## src/rtl/mem_stage.sv

```systemverilog
// MEM pipeline stage: issues data-cache requests, holds the pipeline on misses,
// tracks the LL/SC link and registers the MEM/WB result.
`timescale 1ns/1ps

module mem_stage (
  input  logic        CLK,
  input  logic        RST,
  input  logic        ex_valid,
  input  logic        ex_dREN,
  input  logic        ex_dWEN,
  input  logic        ex_ll,
  input  logic        ex_sc,
  input  logic        ex_RegWEN,
  input  logic        ex_MemtoReg,
  input  logic        ex_halt,
  input  logic [4:0]  ex_wsel,
  input  logic [31:0] ex_addr,
  input  logic [31:0] ex_store,
  input  logic [31:0] ex_result,
  output logic        dmemREN,
  output logic        dmemWEN,
  output logic [31:0] dmemaddr,
  output logic [31:0] dmemstore,
  input  logic        dhit,
  input  logic [31:0] dmemload,
  output logic        mem_stall,
  output logic        wb_valid,
  output logic        wb_RegWEN,
  output logic [4:0]  wb_wsel,
  output logic [31:0] wb_wdat,
  output logic        wb_halt,
  output logic [15:0] wait_cnt
);

  typedef enum logic [0:0] {StIdle, StAccess} state_e;

  state_e      state_q, state_d;
  logic        req_ren_q, req_ren_d;
  logic        req_wen_q, req_wen_d;
  logic        req_ll_q, req_ll_d;
  logic        req_sc_q, req_sc_d;
  logic        req_regwen_q, req_regwen_d;
  logic        req_m2r_q, req_m2r_d;
  logic        req_halt_q, req_halt_d;
  logic [4:0]  req_wsel_q, req_wsel_d;
  logic [29:0] req_waddr_q, req_waddr_d;
  logic [31:0] req_store_q, req_store_d;
  logic [31:0] req_result_q, req_result_d;
  logic        link_valid_q, link_valid_d;
  logic [29:0] link_addr_q, link_addr_d;
  logic        wb_valid_q, wb_valid_d;
  logic        wb_regwen_q, wb_regwen_d;
  logic [4:0]  wb_wsel_q, wb_wsel_d;
  logic [31:0] wb_wdat_q, wb_wdat_d;
  logic        wb_halt_q, wb_halt_d;
  logic [15:0] wait_cnt_q, wait_cnt_d;

  logic accept, is_mem, sc_ok, sc_fail, mem_op, alu_op, stall_raw;
  logic unused_addr_bits;

  assign unused_addr_bits = ^ex_addr[1:0];

  // Nothing new is accepted while in reset or after a halt has retired.
  assign accept  = ex_valid & ~wb_halt_q & ~RST;
  assign is_mem  = ex_dREN | ex_dWEN;
  assign sc_ok   = link_valid_q & (link_addr_q == ex_addr[31:2]);
  assign sc_fail = ex_sc & ~sc_ok;
  assign mem_op  = accept & is_mem & ~sc_fail;
  assign alu_op  = accept & (~is_mem | sc_fail);

  always_comb begin
    state_d      = state_q;
    req_ren_d    = req_ren_q;
    req_wen_d    = req_wen_q;
    req_ll_d     = req_ll_q;
    req_sc_d     = req_sc_q;
    req_regwen_d = req_regwen_q;
    req_m2r_d    = req_m2r_q;
    req_halt_d   = req_halt_q;
    req_wsel_d   = req_wsel_q;
    req_waddr_d  = req_waddr_q;
    req_store_d  = req_store_q;
    req_result_d = req_result_q;
    link_valid_d = link_valid_q;
    link_addr_d  = link_addr_q;
    wb_valid_d   = 1'b0;
    wb_regwen_d  = 1'b0;
    wb_wsel_d    = 5'd0;
    wb_wdat_d    = 32'd0;
    wb_halt_d    = wb_halt_q;
    stall_raw    = 1'b0;
    dmemREN      = 1'b0;
    dmemWEN      = 1'b0;
    dmemaddr     = 32'd0;
    dmemstore    = 32'd0;

    unique case (state_q)
      StIdle: begin
        if (mem_op) begin
          state_d      = StAccess;
          stall_raw    = 1'b1;
          req_ren_d    = ex_dREN & ~ex_dWEN;
          req_wen_d    = ex_dWEN;
          req_ll_d     = ex_ll;
          req_sc_d     = ex_sc;
          req_regwen_d = ex_RegWEN;
          req_m2r_d    = ex_MemtoReg;
          req_halt_d   = ex_halt;
          req_wsel_d   = ex_wsel;
          req_waddr_d  = ex_addr[31:2];
          req_store_d  = ex_store;
          req_result_d = ex_result;
        end else if (alu_op) begin
          wb_valid_d  = 1'b1;
          wb_regwen_d = ex_RegWEN;
          wb_wsel_d   = ex_wsel;
          wb_wdat_d   = sc_fail ? 32'd0 : ex_result;
          wb_halt_d   = wb_halt_q | ex_halt;
        end
      end
      StAccess: begin
        dmemREN   = req_ren_q;
        dmemWEN   = req_wen_q;
        dmemaddr  = {req_waddr_q, 2'b00};
        dmemstore = req_store_q;
        if (dhit) begin
          state_d     = StIdle;
          wb_valid_d  = 1'b1;
          // Plain stores never write the register file; SC writes its status.
          wb_regwen_d = req_regwen_q & (~req_wen_q | req_sc_q);
          wb_wsel_d   = req_wsel_q;
          wb_halt_d   = wb_halt_q | req_halt_q;
          if (req_sc_q)                   wb_wdat_d = 32'd1;
          else if (req_ren_q & req_m2r_q) wb_wdat_d = dmemload;
          else                            wb_wdat_d = req_result_q;
          if (req_wen_q && req_waddr_q == link_addr_q) link_valid_d = 1'b0;
          if (req_ren_q && req_ll_q) begin
            link_valid_d = 1'b1;
            link_addr_d  = req_waddr_q;
          end
        end else begin
          stall_raw = 1'b1;
        end
      end
      default: state_d = StIdle;
    endcase

    mem_stall  = stall_raw & ~RST;
    wait_cnt_d = (mem_stall && wait_cnt_q != 16'hFFFF) ? wait_cnt_q + 16'd1 : wait_cnt_q;
  end

  always_ff @(posedge CLK) begin
    if (RST) begin
      state_q      <= StIdle;
      req_ren_q    <= 1'b0;
      req_wen_q    <= 1'b0;
      req_ll_q     <= 1'b0;
      req_sc_q     <= 1'b0;
      req_regwen_q <= 1'b0;
      req_m2r_q    <= 1'b0;
      req_halt_q   <= 1'b0;
      req_wsel_q   <= 5'd0;
      req_waddr_q  <= 30'd0;
      req_store_q  <= 32'd0;
      req_result_q <= 32'd0;
      link_valid_q <= 1'b0;
      link_addr_q  <= 30'd0;
      wb_valid_q   <= 1'b0;
      wb_regwen_q  <= 1'b0;
      wb_wsel_q    <= 5'd0;
      wb_wdat_q    <= 32'd0;
      wb_halt_q    <= 1'b0;
      wait_cnt_q   <= 16'd0;
    end else begin
      state_q      <= state_d;
      req_ren_q    <= req_ren_d;
      req_wen_q    <= req_wen_d;
      req_ll_q     <= req_ll_d;
      req_sc_q     <= req_sc_d;
      req_regwen_q <= req_regwen_d;
      req_m2r_q    <= req_m2r_d;
      req_halt_q   <= req_halt_d;
      req_wsel_q   <= req_wsel_d;
      req_waddr_q  <= req_waddr_d;
      req_store_q  <= req_store_d;
      req_result_q <= req_result_d;
      link_valid_q <= link_valid_d;
      link_addr_q  <= link_addr_d;
      wb_valid_q   <= wb_valid_d;
      wb_regwen_q  <= wb_regwen_d;
      wb_wsel_q    <= wb_wsel_d;
      wb_wdat_q    <= wb_wdat_d;
      wb_halt_q    <= wb_halt_d;
      wait_cnt_q   <= wait_cnt_d;
    end
  end

  assign wb_valid  = wb_valid_q;
  assign wb_RegWEN = wb_regwen_q;
  assign wb_wsel   = wb_wsel_q;
  assign wb_wdat   = wb_wdat_q;
  assign wb_halt   = wb_halt_q;
  assign wait_cnt  = wait_cnt_q;

endmodule

```

## config.mk

```make
export PLATFORM = sky130hd
export DESIGN_NAME = mem_stage
export DESIGN_NICKNAME = d
export VERILOG_FILES = /design/src/rtl/mem_stage.sv
export SDC_FILE = /design/constraint.sdc
export NUM_CORES = 1
export LEC_CHECK = 0
export ABC_CLOCK_PERIOD_IN_PS = 4150
export CAP_MARGIN = 25
export CORE_ASPECT_RATIO = 1.5
export CORE_UTILIZATION = 40
export DETAILED_ROUTE_END_ITERATION = 16
export HOLD_SLACK_MARGIN = 0.02
export PLACE_DENSITY = 0.71
export SETUP_SLACK_MARGIN = 0.1
export SKIP_CTS_REPAIR_TIMING = 1
export SLEW_MARGIN = 15
export SYNTH_ARGS = -nofsm -noshare
export SYNTH_HDL_FRONTEND = slang
export SYNTH_SLANG_ARGS = --single-unit
```

## constraint.sdc

```tcl
create_clock -name CLK -period 4.15 [get_ports CLK]
set_input_delay 1.0375 -clock CLK [delete_from_list [all_inputs] [get_ports CLK]]
set_output_delay 1.0375 -clock CLK [all_outputs]
set_load 0.03 [all_outputs]
```

==> Implementation_results.wiki <==
{| class="wikitable"
! Metric !! Value
|-
| Int Power || 2.870 mW
|-
| Critical path startpoint category || primary input
|-
| Buffers added on ports || 262
|-
| Power density over the cells || 320.0 nW/µm²
|-
| Crit Path Max Fanout || 3
|-
| First-pass iteration count of the detailed router || 5
|-
| Total power of the final layout || about 3.8 mW
|-
| Combinational share of power || a little under a tenth
|-
| Clock buffer count from CTS || 17
|-
| Slowest stage delay, CP || roughly 500 ps
|-
| Final-report setup violation count || 0
|-
| Clock share of power || between 30% and 40%
|-
| # diodes || 0
|-
| RSZ-0062 raised after global routing || false
|-
| Overall via count from detail_route || about 8000
|-
| Distinct cells, synth || 40
|-
| Area growth from synthesis to layout || 40.48%
|-
| Required time at the endpoint of the critical path || between 3000 and 4000 ps
|-
| Number of placed instances with taps included || 1575
|-
| Critical R2R Launch || state_q$_SDFF_PP0_
|-
| Clk pin slew, worst setup/hold paths || 70 ps
|-
| Routability-driven placement congestion ratio || 0.8834
|-
| Antenna violations before repair || 0
|-
| Ys async rst share || 0%
|-
| Final cycle utilization of the critical path || between 90% and 100%
|-
| Detailed-route wire length || approximately 25 mm
|-
| P_sw || 901.6 µW
|-
| Final-report hold violation count || 0
|-
| Overall die width || 120.3 µm
|-
| Die height || 179.4 µm
|-
| Clock latency on the worst-skew pair || 430 ps
|-
| DPL Wire Length || 17.49 mm
|-
| Util after Layout || around 58%
|-
| Via density || 4.983
|-
| Top FF cell, synth || dfxtp_1
|-
| Final #Nets || roughly 1500
|-
| Congestion Overflow GR || 0
|-
| Initial Utilization || ~41%
|-
| CP top delay family || buffers and inverters
|-
| Synthesis Warnings || 0
|-
| Critical path class || primary input to output pin
|-
| CP max stage cell || clkdlybuf4s50_1
|-
| Capturing element type of the critical path || output pin
|-
| TritonCTS clock tree || yes
|-
| Tightest Pin Transition || 769.0 ps
|-
| Path category of the worst min-delay check || flop to flop
|-
| Maximum number of pins on one net before global-route repair || approximately 110
|-
| Post-synthesis cell count || about 1100
|-
| FP Rows || 64
|-
| Routed wire length per instance || between 15 and 20 µm
|-
| Post-route setup TNS || 0 ps
|-
| Post-synthesis sequential element count || 194
|-
| Floorplan Core Area || 20500 µm²
|-
| First element of the critical path || ex_addr[8]
|-
| GRT Resource Usage Total || 23.48%
|-
| Ratio of cells with drive above 1 in the final layout || 5.295%
|-
| Floorplan die area || 21570 µm²
|-
| Arrival time at the worst endpoint || 2880 ps
|-
| Headroom to the max-slew limit || 48.73%
|-
| I/O pin count || 267
|-
| Part of the Yosys area used for sequential elements || 46.28%
|-
| Most used cell, CP || buf_4
|-
| Clk root buf || clkbuf_16
|-
| Part of the total power dissipated in sequential elements || 50.9%
|-
| Max cap viols || 0
|-
| Deepest level of the CTS H-tree || 4
|-
| Final antenna-violating net count || 0
|-
| Static Leakage || 4.015 nW
|-
| Launch instance of the worst min-delay path || req_store_q[30]$_SDFFE_PP0P_
|-
| Final cell count without fillers || 1605
|-
| Final-report max-slew violation count || 0
|-
| Crit path buffers/inverters || 3
|-
| Maximum clock skew at final layout || 14.47 ps
|-
| Worst IR drop on VDD || approximately 0.26 mV
|-
| Post-synth EDFFs || 0
|-
| Longest Clk Path Bufs || 2
|-
| Fraction of power spent switching nets || 23.90%
|-
| Netlist area before placement || 8392 µm²
|-
| Via count of the first global-routing pass || 7551
|-
| Status || completed
|-
| Average cell area after synthesis || 7.608 µm²
|-
| Global-route wire length before repair || 39.39 mm
|-
| Maximum operating frequency || between 200 and 300 MHz
|-
| Remaining routing DRC violations || 0
|-
| Detailed router's first-iteration violation count || 582
|-
| Final min period || 3916 ps
|-
| Cells along the critical path || clkdlybuf4s50_1 -> xnor2_1 -> nand4_1 -> nor4_2 -> buf_4 -> a21bo_2 -> a21boi_1 -> nor2_1 -> buf_4
|-
| CTS Sinks || just under 200
|}
-- layout by cell type (no fill, tap or decap), types with 5 or more instances in the layout --
cell type	instances
nand2_1	344
clkdlybuf4s50_1	260
a21oi_1	207
dfxtp_1	193
and2_1	65
nor2_1	56
xnor2_1	49
clkbuf_16	17
buf_4	17
nand4_1	16
xor2_1	11
nor2b_1	10
mux2_2	8
nor3_1	7
nand2b_1	6
nand3_1	5
a22o_1	5
clkinv_2	5
-- cells in the mapped netlist (all sizes together) (2+ instances only) --
cell type  instances  area, µm²
nand2b             6      37.54
nand4             16      100.1
mux2              10      112.6
or4                3      22.52
and4               4      35.03
buf               14      75.07
and3               2      12.51
clkbuf            61      229.0
nor3               7      35.03
a22o               5      43.79
nor2              58      220.2
nor4               6      50.04
and2              66      412.9
a31o               2      17.52
nand3              5      25.02
nand2            345       1295
o31ai              2      15.01
inv                4      15.01
dfxtp            194       3884
xnor2             50      437.9
a31oi              3      18.77
xor2              11      96.34
nor2b             10      62.56
a21oi            207       1036
-- path summary, 6_finish.rpt --
path / end / slack (ps) / depth (start not counted)
setup / recovery: mem_stall / 230 / 9
hold reg to reg: req_store_q[30]$_SDFFE_PP0P_ / 450 / 2
setup reg to reg: wait_cnt[15]$_SDFFE_PP0P_ / 1450 / 7
hold / removal: req_store_q[30]$_SDFFE_PP0P_ / 450 / 2
-- layer usage --
layer / routed length [µm] / global-route usage (%)
met3: 1335 / 4.778
met2: 13290 / 42.86
met1: 10050 / 26.35
met5: 0 / 0
met4: 714 / 9.979
-- power by group through the flow --
stage | Sequential [mW] | Combinational, mW | Clock [mW]
final | 1.92 | 0.359 | 1.49
after global routing | 1.92 | 0.387 | 1.61
after CTS | 1.92 | 0.360 | 1.54
after detailed placement | 1.96 | 0.359 | 0
after global placement | 1.96 | 0.356 | 0
after floorplan | 1.97 | 0.142 | 0
-- final cells by class --
cell class / instances / area (µm²)
inverter: 4 / 15.01
multi-input combinational: 831 / 4222
fill: 1960 / 8711
timing repair buffer: 282 / 2816
sequential: 194 / 3885
tap: 264 / 330.3
clock inverter: 10 / 63.81
clock buffer: 20 / 456.7
-- metrics by stage --
step | setup WS (ps) | cell area (µm²) | hold WS [ps]
floorplan | 628.4 | 8396 | 431.7
global placement | 221.2 | 11240 | 437.1
detailed placement | 204.3 | 11250 | 442.0
CTS | 192.1 | 11770 | 451.9
global route | 138.2 | 11790 | 464.5
finish | 234.2 | 11790 | 449.4
-- cells by family (layout without fill, tap and decap cells) --
family | Yosys count | after routing | share of synthesized area, %
AOI/OAI and AO/OA | 225 | 225 | 14.10
xor gates and xnor gates | 61 | 61 | 6.366
adders and majority gates | 1 | 1 | 0.1491
buffers and inverters | 79 | 316 | 3.802
DFF | 194 | 194 | 46.28
muxes | 11 | 11 | 1.461
other | 1 | 2 | 0.04469
and+or+nand+nor | 531 | 531 | 27.79
-- sequential cells by signal, indices dropped and copies added, names as in the netlist --
register and flops:
wait_cnt 16, link_valid_q 1, wb_RegWEN 1, wb_valid 1, state_q 1, req_regwen_q 1, req_m2r_q 1, wb_wdat 32
req_result_q 32, req_ren_q 1, req_wen_q 1, req_waddr_q 30, wb_halt 1, req_sc_q 1, req_store_q 32, wb_wsel 5
req_halt_q 1, req_ll_q 1, link_addr_q 30, req_wsel_q 5
-- worst register-to-register path: cells and delay by family (launching register included) --
kind / cells / cell delay [ps]
AND/OR/NAND/NOR: 4 / 1410
buffers and inverters: 1 / 190
AO/OA/AOI/OAI: 1 / 130
flip-flops: 1 / 540
multiplexers: 1 / 320
(Power assumes the default switching activity.)
